===== src/rtl/run_ctrl.sv =====
// JPEG-LS run-mode controller: classifies each pixel as regular, run or
// run interruption and emits run bits / interruption samples two cycles later.
module run_ctrl #(
  parameter int BW      = 8,
  parameter int IDX_MAX = 31
) (
  input  logic          clk,
  input  logic          rst,
  input  logic          i_vl,
  input  logic          i_sof,
  input  logic          i_eol,
  input  logic          i_rm,
  input  logic [BW-1:0] i_x,
  input  logic [BW-1:0] i_a,
  input  logic [BW-1:0] i_b,
  output logic          o_bvl,
  output logic [15:0]   o_bv,
  output logic [4:0]    o_bc,
  output logic          o_ri_vl,
  output logic [BW-1:0] o_ri_x,
  output logic [BW-1:0] o_ri_px,
  output logic          o_ri_s,
  output logic          o_ri_q,
  output logic [3:0]    o_ri_cn,
  output logic          o_rg_vl
);

  typedef enum logic {IDLE, RUN} state_t;

  typedef struct packed {
    logic          bvl;
    logic [15:0]   bv;
    logic [4:0]    bc;
    logic          rivl;
    logic [BW-1:0] rix;
    logic [BW-1:0] ripx;
    logic          ris;
    logic          riq;
    logic [3:0]    ricn;
    logic          rgvl;
  } out_t;

  state_t      st_q, st_d, st_c;
  logic [4:0]  idx_q, idx_d, idx_c;
  logic [14:0] res_q, res_d, res_c;
  logic [3:0]  j;
  logic [15:0] rg, res_inc;
  out_t        s1_q, s1_d, s2_q;

  function automatic logic [3:0] j_of(input logic [4:0] idx);
    logic [3:0] r;
    case (idx)
      5'd0, 5'd1, 5'd2, 5'd3:     r = 4'd0;
      5'd4, 5'd5, 5'd6, 5'd7:     r = 4'd1;
      5'd8, 5'd9, 5'd10, 5'd11:   r = 4'd2;
      5'd12, 5'd13, 5'd14, 5'd15: r = 4'd3;
      5'd16, 5'd17:               r = 4'd4;
      5'd18, 5'd19:               r = 4'd5;
      5'd20, 5'd21:               r = 4'd6;
      5'd22, 5'd23:               r = 4'd7;
      default:                    r = 4'(idx - 5'd16);
    endcase
    return r;
  endfunction

  always_ff @(posedge clk) begin
    if (rst) begin
      st_q  <= IDLE;
      idx_q <= '0;
      res_q <= '0;
      s1_q  <= '0;
      s2_q  <= '0;
    end else begin
      st_q  <= st_d;
      idx_q <= idx_d;
      res_q <= res_d;
      s1_q  <= s1_d;
      s2_q  <= s1_q;
    end
  end

  always_comb begin
    st_d  = st_q;
    idx_d = idx_q;
    res_d = res_q;
    s1_d  = '0;
    // Start of frame clears run context before this pixel is classified.
    st_c    = (i_vl && i_sof) ? IDLE : st_q;
    idx_c   = (i_vl && i_sof) ? '0 : idx_q;
    res_c   = (i_vl && i_sof) ? '0 : res_q;
    j       = j_of(idx_c);
    rg      = 16'd1 << j;
    res_inc = {1'b0, res_c} + 16'd1;
    if (i_vl) begin
      st_d  = st_c;
      idx_d = idx_c;
      res_d = res_c;
      if (st_c == IDLE && !i_rm) begin
        s1_d.rgvl = 1'b1;
      end else if (i_x == i_a) begin
        res_d = res_inc[14:0];
        st_d  = RUN;
        if (res_inc == rg) begin
          s1_d.bvl = 1'b1;
          s1_d.bv  = 16'd1;
          s1_d.bc  = 5'd1;
          res_d    = '0;
          if (idx_c < 5'(IDX_MAX)) idx_d = idx_c + 5'd1;
        end
        // A completed segment already zeroed res_d, so the EOL bit cannot double up.
        if (i_eol) begin
          if (res_d != '0) begin
            s1_d.bvl = 1'b1;
            s1_d.bv  = 16'd1;
            s1_d.bc  = 5'd1;
          end
          res_d = '0;
          st_d  = IDLE;
        end
      end else begin
        s1_d.bvl  = 1'b1;
        s1_d.bv   = {1'b0, res_c} & (rg - 16'd1);
        s1_d.bc   = {1'b0, j} + 5'd1;
        s1_d.rivl = 1'b1;
        s1_d.rix  = i_x;
        s1_d.riq  = (i_a == i_b);
        s1_d.ripx = (i_a == i_b) ? i_a : i_b;
        s1_d.ris  = (i_a != i_b) && (i_a > i_b);
        s1_d.ricn = j;
        idx_d     = (idx_c != '0) ? idx_c - 5'd1 : '0;
        res_d     = '0;
        st_d      = IDLE;
      end
    end
  end

  assign o_bvl   = s2_q.bvl;
  assign o_bv    = s2_q.bv;
  assign o_bc    = s2_q.bc;
  assign o_ri_vl = s2_q.rivl;
  assign o_ri_x  = s2_q.rix;
  assign o_ri_px = s2_q.ripx;
  assign o_ri_s  = s2_q.ris;
  assign o_ri_q  = s2_q.riq;
  assign o_ri_cn = s2_q.ricn;
  assign o_rg_vl = s2_q.rgvl;

endmodule

===== config.mk =====
export PLATFORM = sky130hd
export DESIGN_NAME = run_ctrl
export DESIGN_NICKNAME = d
export VERILOG_FILES = /design/src/rtl/run_ctrl.sv
export SDC_FILE = /design/constraint.sdc
export NUM_CORES = 1
export LEC_CHECK = 0
export BUFFER_PORTS_ARGS = -buffer_cell sky130_fd_sc_hd__buf_2
export CELL_PAD_IN_SITES_DETAIL_PLACEMENT = 0
export CELL_PAD_IN_SITES_GLOBAL_PLACEMENT = 1
export CORE_MARGIN = 3
export CORE_UTILIZATION = 47
export CTS_BUF_LIST = sky130_fd_sc_hd__clkbuf_8 sky130_fd_sc_hd__clkbuf_16
export DETAILED_ROUTE_END_ITERATION = 6
export PLACE_DENSITY_LB_ADDON = 0.1
export SYNTH_ARGS = -nofsm -noshare
export SYNTH_HDL_FRONTEND = slang
export SYNTH_SLANG_ARGS = --single-unit

===== constraint.sdc =====
create_clock -name clk -period 10.3 [get_ports clk]
set_clock_uncertainty 0.2 [all_clocks]
set_input_delay 0.515 -clock clk [delete_from_list [all_inputs] [get_ports clk]]
set_output_delay 0.515 -clock clk [all_outputs]
set_load 0.01 [all_outputs]

### Word-level counts from Yosys, hierarchy flattened

Index checks and enable logic that the tools add are counted.

* order comparisons: 2
* multiplexer cells: 26
* reduce and logical (&&, ||, !) cells: 18
* bitwise logic cells: 3
* equal/unequal tests: 27
* shift-type cells: 1
* add/subtract/negate cells: 6

Operators with widths (number)
* 15-bit two-way mux: 8
* 22-bit two-way mux: 4
* 5-bit by 4-bit equality test with 1-bit output, second input constant: 8
* 5-bit equality test, second input constant: 8
* 4-bit case mux with 8 select lines: 1
* 5-bit two-way mux: 6
* 23-bit two-way mux: 1
* 5-bit by 3-bit equality test with 1-bit output, second input constant: 4
* 4-bit OR reduction: 5
* 15-bit by 1-bit adder with 16-bit output, second input constant: 1
* 15-bit by 16-bit bitwise AND with 16-bit output: 1
* 16-bit equality test: 1
* 8-bit equality test: 2
* 1-bit by 4-bit left shift with 16-bit output, first input constant: 1
* 16-bit by 1-bit subtractor with 16-bit output, second input constant: 1
* 15-bit nonzero test: 1
* 5-bit by 2-bit equality test with 1-bit output, second input constant: 2
* 2-bit OR reduction: 5
* 8-bit > comparator: 1
* 8-bit two-way mux: 1
* 8-bit != test: 1
* 4-bit by 1-bit adder with 5-bit output, second input constant: 1
* 5-bit by 1-bit adder with 5-bit output, second input constant: 1
* 5-bit by 1-bit equality test with 1-bit output, second input constant: 1
* 10 further kinds: 17

* word-level logic and storage cells: 106
* bits in registers: 113
* bits of input ports: 30
* output and inout port bits: 46

### Depth between registers and ports, before layout

* depth after elaboration: 15
* mapped depth: 24
* mapped depth without buffers: 18

### Worst setup path before layout

Ideal clock, no wire load.

* kind: input to register
* from: input port i_vl
* to: register idx_q[2]
* data required time: 10042 ps
* data arrival time: 5250 ps
* cell stages on the path: 23
* slack: 4792 ps
* cell sequence: buf_2 > clkbuf_1 > a21bo_2 > or3_1 > inv_1 > ha_1 > nand2b_1 > nor3_1 > clkbuf_1 > a31oi_1 > ha_1 > clkbuf_1 > clkbuf_1 > nand3_1 > ha_1 > inv_1 > o221ai_1 > or3_1 > nor4_1 > o211ai_1 > or4_1 > a21oi_1 > o21a_1

* cells in the longest elaborated chain, start to end: 10
* elaborated cells between the ends (all ways): 52

Ends and longest elaborated chain
* from (decl): RTL line 9 `input logic i_vl,`
* parallel branches: the longest is 10 deep, another holds 4-bit by 1-bit subtractor with 4-bit output
* to (signal assigned): RTL line 75 `idx_q <= idx_d;`
* to (decl): RTL line 44 `logic [4:0] idx_q, idx_d, idx_c;`

Several ways; the timed one is not identified.
A chain may end at the register's enable or synchronous reset.

### Worst setup path after layout

* from: register idx_q[3]
* to: register res_q[12]

* cells in the longest elaborated chain, start to end: 13
* elaborated cells between the ends (all ways): 44

Ends and longest elaborated chain
* 5-bit two-way mux *: RTL line 89 `idx_c = (i_vl && i_sof) ? '0 : idx_q;`
* parallel branches: the longest is 2 deep, another holds 4-bit by 1-bit subtractor with 4-bit output
* 4-bit case mux with 8 select lines *: RTL line 52 `case (idx)`
* 1-bit by 4-bit left shift with 16-bit output *: RTL line 92 `rg = 16'd1 << j;`
* 16-bit equality test *: RTL line 103 `if (res_inc == rg) begin`
* 15-bit two-way mux *: RTL line 103
* 15-bit two-way mux *: RTL line 100 `end else if (i_x == i_a) begin`
* 15-bit two-way mux *: RTL line 98 `if (st_c == IDLE && !i_rm) begin`
* 15-bit two-way mux *: RTL line 94 `if (i_vl) begin`
* 15-bit two-way mux *: RTL line 111 `if (i_eol) begin`
* 15-bit two-way mux *: RTL line 100
* 15-bit two-way mux *: RTL line 98
* to (signal assigned): RTL line 76 `res_q <= res_d;`
* to (decl): RTL line 45 `logic [14:0] res_q, res_d, res_c;`

Every way passes the cells marked *. The select of a mux whose other input is x is not followed.

==> flow_summary.toml <==
[synth]
ys_types = 71
synth_edf_count = 0
synth.yosys.seq_area_share = 0.407
synth_top_area_share = 0.407
yosys.area.top_type = "dfxtp_1"
ys.flop_type = "dfxtp_1"
synth_seq_cells = 111
yosys-top-cells-count = "dfxtp_1 (111), nor2b_1 (49), nor2_1 (42), nand2_1 (40), clkbuf_1 (37)"
syn_area_mm2 = 0.00545
synth.most_common_cell = "dfxtp_1"
yosys_warnings = 0
synth_nets = 675
yosys-top-cells-area = "dfxtp_1 (41%), nor2b_1 (5.6%), ha_1 (4.1%)"
async_reset_ff_frac = 0
syn_inst = 627
syn_avg_cell_area_um2 = 8.70

[die]
core-area_mm2 = 0.0111
die_height_um = 114
initial_core_util = 0.492
dieArea_mm2 = 0.0129
die_w_um = 114
core.rowCount = 38
pin_count = 76

[placed_design]
port_buffers = 74
place_congestion = 0.939
dpl.hpwl_mm = 10.2
dp_cells = 801

[flow_run]
maxCapViolCount = 0

[cts]
post_cts_buffers = 0
cts_buffer_depth = 2
clkLatencyLatePin_ps = 350
htree_levels = 3
root_buffer = "clkbuf_16"
path_clk_slew_ps = 80
clock_sinks = 111
ctsResizeCount = 0
cts_tree = "yes"
cts_inserted_buffers = 9
cts_hold_buf = 0

[final_layout]
finalNonFillerCells = 817
fillCellCount = 1030
drive_gt1_frac = 0.154
area_delta_synth_final_pct = 12.7
final_nets = 720
num_antenna_cells = 0

[global_routing]
grt_max_degree = 71
grt_pass1_wl_mm = 22.8
track_usage = 0.221
grt_pass1_vias = 4372
grt-ovfl-total = 0
antenna_found_initial = 0

[power_and_ir_drop]
leakage_nw = 2.55
power_mw = 0.854
power.density_mw_per_mm2 = 139
peakVddDrop_v = 0.000114

[setup_path]
end_kind = "register"
worstPathArrival_ps = 6090
critical_path_class = "reg2reg"
cp_max_fo = 20
required_ps = 10380
cp-start-kind = "register"

[route]
finalWirelength_mm = 14.2
wire_per_inst_um = 17.3
num_vias = 4819
detail-route-antenna-nets = 0
first_pass_iters = 6
drc = 0
viasPerCell = 5.90
initialDrtViolationCount = 430

[sta]
tns_ps = 0
period_minus_slack_ps = 6010
slew_headroom = 0.388
max_freq_mhz = 166
drv_slew = 0
hold_viol_final = 0
finalCritPeriodShare = 0.584
rsz0062_at_grt = "false"
setup_viol = 0
worstMarginPinSlew_ps = 909

[hold_path]
hold_path.class = "in2reg"

[outcome]
status = "complete, no violations"
logic make-up after synthesis:
| logic type | count (synthesis) | synth area share |
|---|---|---|
| AND/OR/NAND/NOR | 254 | 0.253 |
| AO/OA/AOI/OAI | 135 | 0.181 |
| flip-flops | 111 | 0.407 |
| buffers and inverters | 70 | 0.0516 |
| XOR/XNOR | 29 | 0.0491 |
| adder cells (fa/ha/maj) | 18 | 0.0413 |
| multiplexers | 9 | 0.0165 |
| other | 1 | 0.000688 |
cells in the final DEF (no fill, tap or decap), types with 4 or more instances in the layout:
cell type	netlist	routed
and4_1	5	5
nor4_1	9	9
o211ai_1	9	9
o21a_1	4	4
buf_2	3	74
xnor2_1	14	14
nand2_1	40	40
o31ai_1	4	4
a211oi_1	7	7
a21boi_0	4	4
nand3_1	21	21
or3_1	9	9
nand2b_1	10	10
inv_1	23	24
xor2_1	14	14
and3_1	21	21
a22oi_1	7	7
clkbuf_16	0	9
buf_4	2	7
nor2b_1	49	49
nor3_1	18	18
or4_1	5	5
o21ai_0	18	18
nor2_1	42	42
ha_1	18	18
nand4_1	11	11
a21oi_1	27	27
a21o_1	4	4
mux2i_1	9	9
a31oi_1	8	8
dfxtp_1	111	111
stage by stage:
| step | instance area, um^2 | utilization | worst slack, ps | hold slack, ps |
|---|---|---|---|---|
| after global routing | 6150 | 0.555 | 3820 | 215 |
| after CTS | 6150 | 0.555 | 4430 | 206 |
| final | 6150 | 0.555 | 4290 | 219 |
| after floorplan | 5450 | - | 4790 | 214 |
| after global placement | 5860 | 0.529 | 4610 | 219 |
| after detailed placement | 5860 | 0.529 | 4340 | 220 |
power by group:
part | internal [mW] | total (mW) | switching [mW]
sequential | 0.434 | 0.437 | 0.00331
clock | 0.170 | 0.337 | 0.166
combinational | 0.0288 | 0.0800 | 0.0512
total | 0.633 | 0.854 | 0.221
registers in the layout, indices dropped and copies added, names as in the netlist:
register and flops:
idx_q 5, o_bc 5, o_bv 15, o_bvl 1, o_rg_vl 1, o_ri_cn 4
o_ri_px 8, o_ri_q 1, o_ri_s 1, o_ri_vl 1, o_ri_x 8, res_q 15
s1_q 45, st_q 1
cell type report:
type,instances,area (um^2),share of cell area
multi-input combinational,446,2950,0.480
sequential,111,2220,0.361
timing repair buffer,81,423,0.0688
clock buffer,9,225,0.0366
tap,140,175,0.0285
inverter,23,86.3,0.0140
clock inverter,7,66.3,0.0108
critical path, cell delays in order (launching register included):
cell,delay (ps)
dfxtp_1,620
inv_1,230
or3_1,430
inv_1,90
ha_1,200
nand2b_1,260
nor3_1,70
buf_4,190
a31oi_1,440
ha_1,730
or2_2,230
or4b_1,440
o211ai_1,110
o41ai_1,100
a211oi_1,270
nor2_1,140
a2111oi_4,830
nand3_1,180
a21oi_1,170
routing by layer:
| metal | up-vias | track usage | wire (um) |
|---|---|---|---|
| met5 | - | 0 | 0 |
| met4 | 0 | 0.0729 | 270 |
| met3 | 22 | 0.0350 | 1090 |
| met2 | 196 | 0.343 | 6340 |
| met1 | 2277 | 0.314 | 6480 |
| li1 | 2324 | - | - |
worst paths after layout:
kind                                          endpoint  slack [ps]  depth (start not counted)                   from
worst min register to register   o_ri_px[1]$_SDFF_PP0_         230                          1     s1_q[8]$_SDFF_PP0_
worst min-delay path               s1_q[22]$_SDFF_PP0_         220                          2                 i_x[7]
worst max register to register  res_q[12]$_SDFFE_PP0P_        4290                         18  idx_q[3]$_SDFFE_PP0P_
worst max-delay path            res_q[12]$_SDFFE_PP0P_        4290                         18  idx_q[3]$_SDFFE_PP0P_
(Power assumes the default switching activity.)
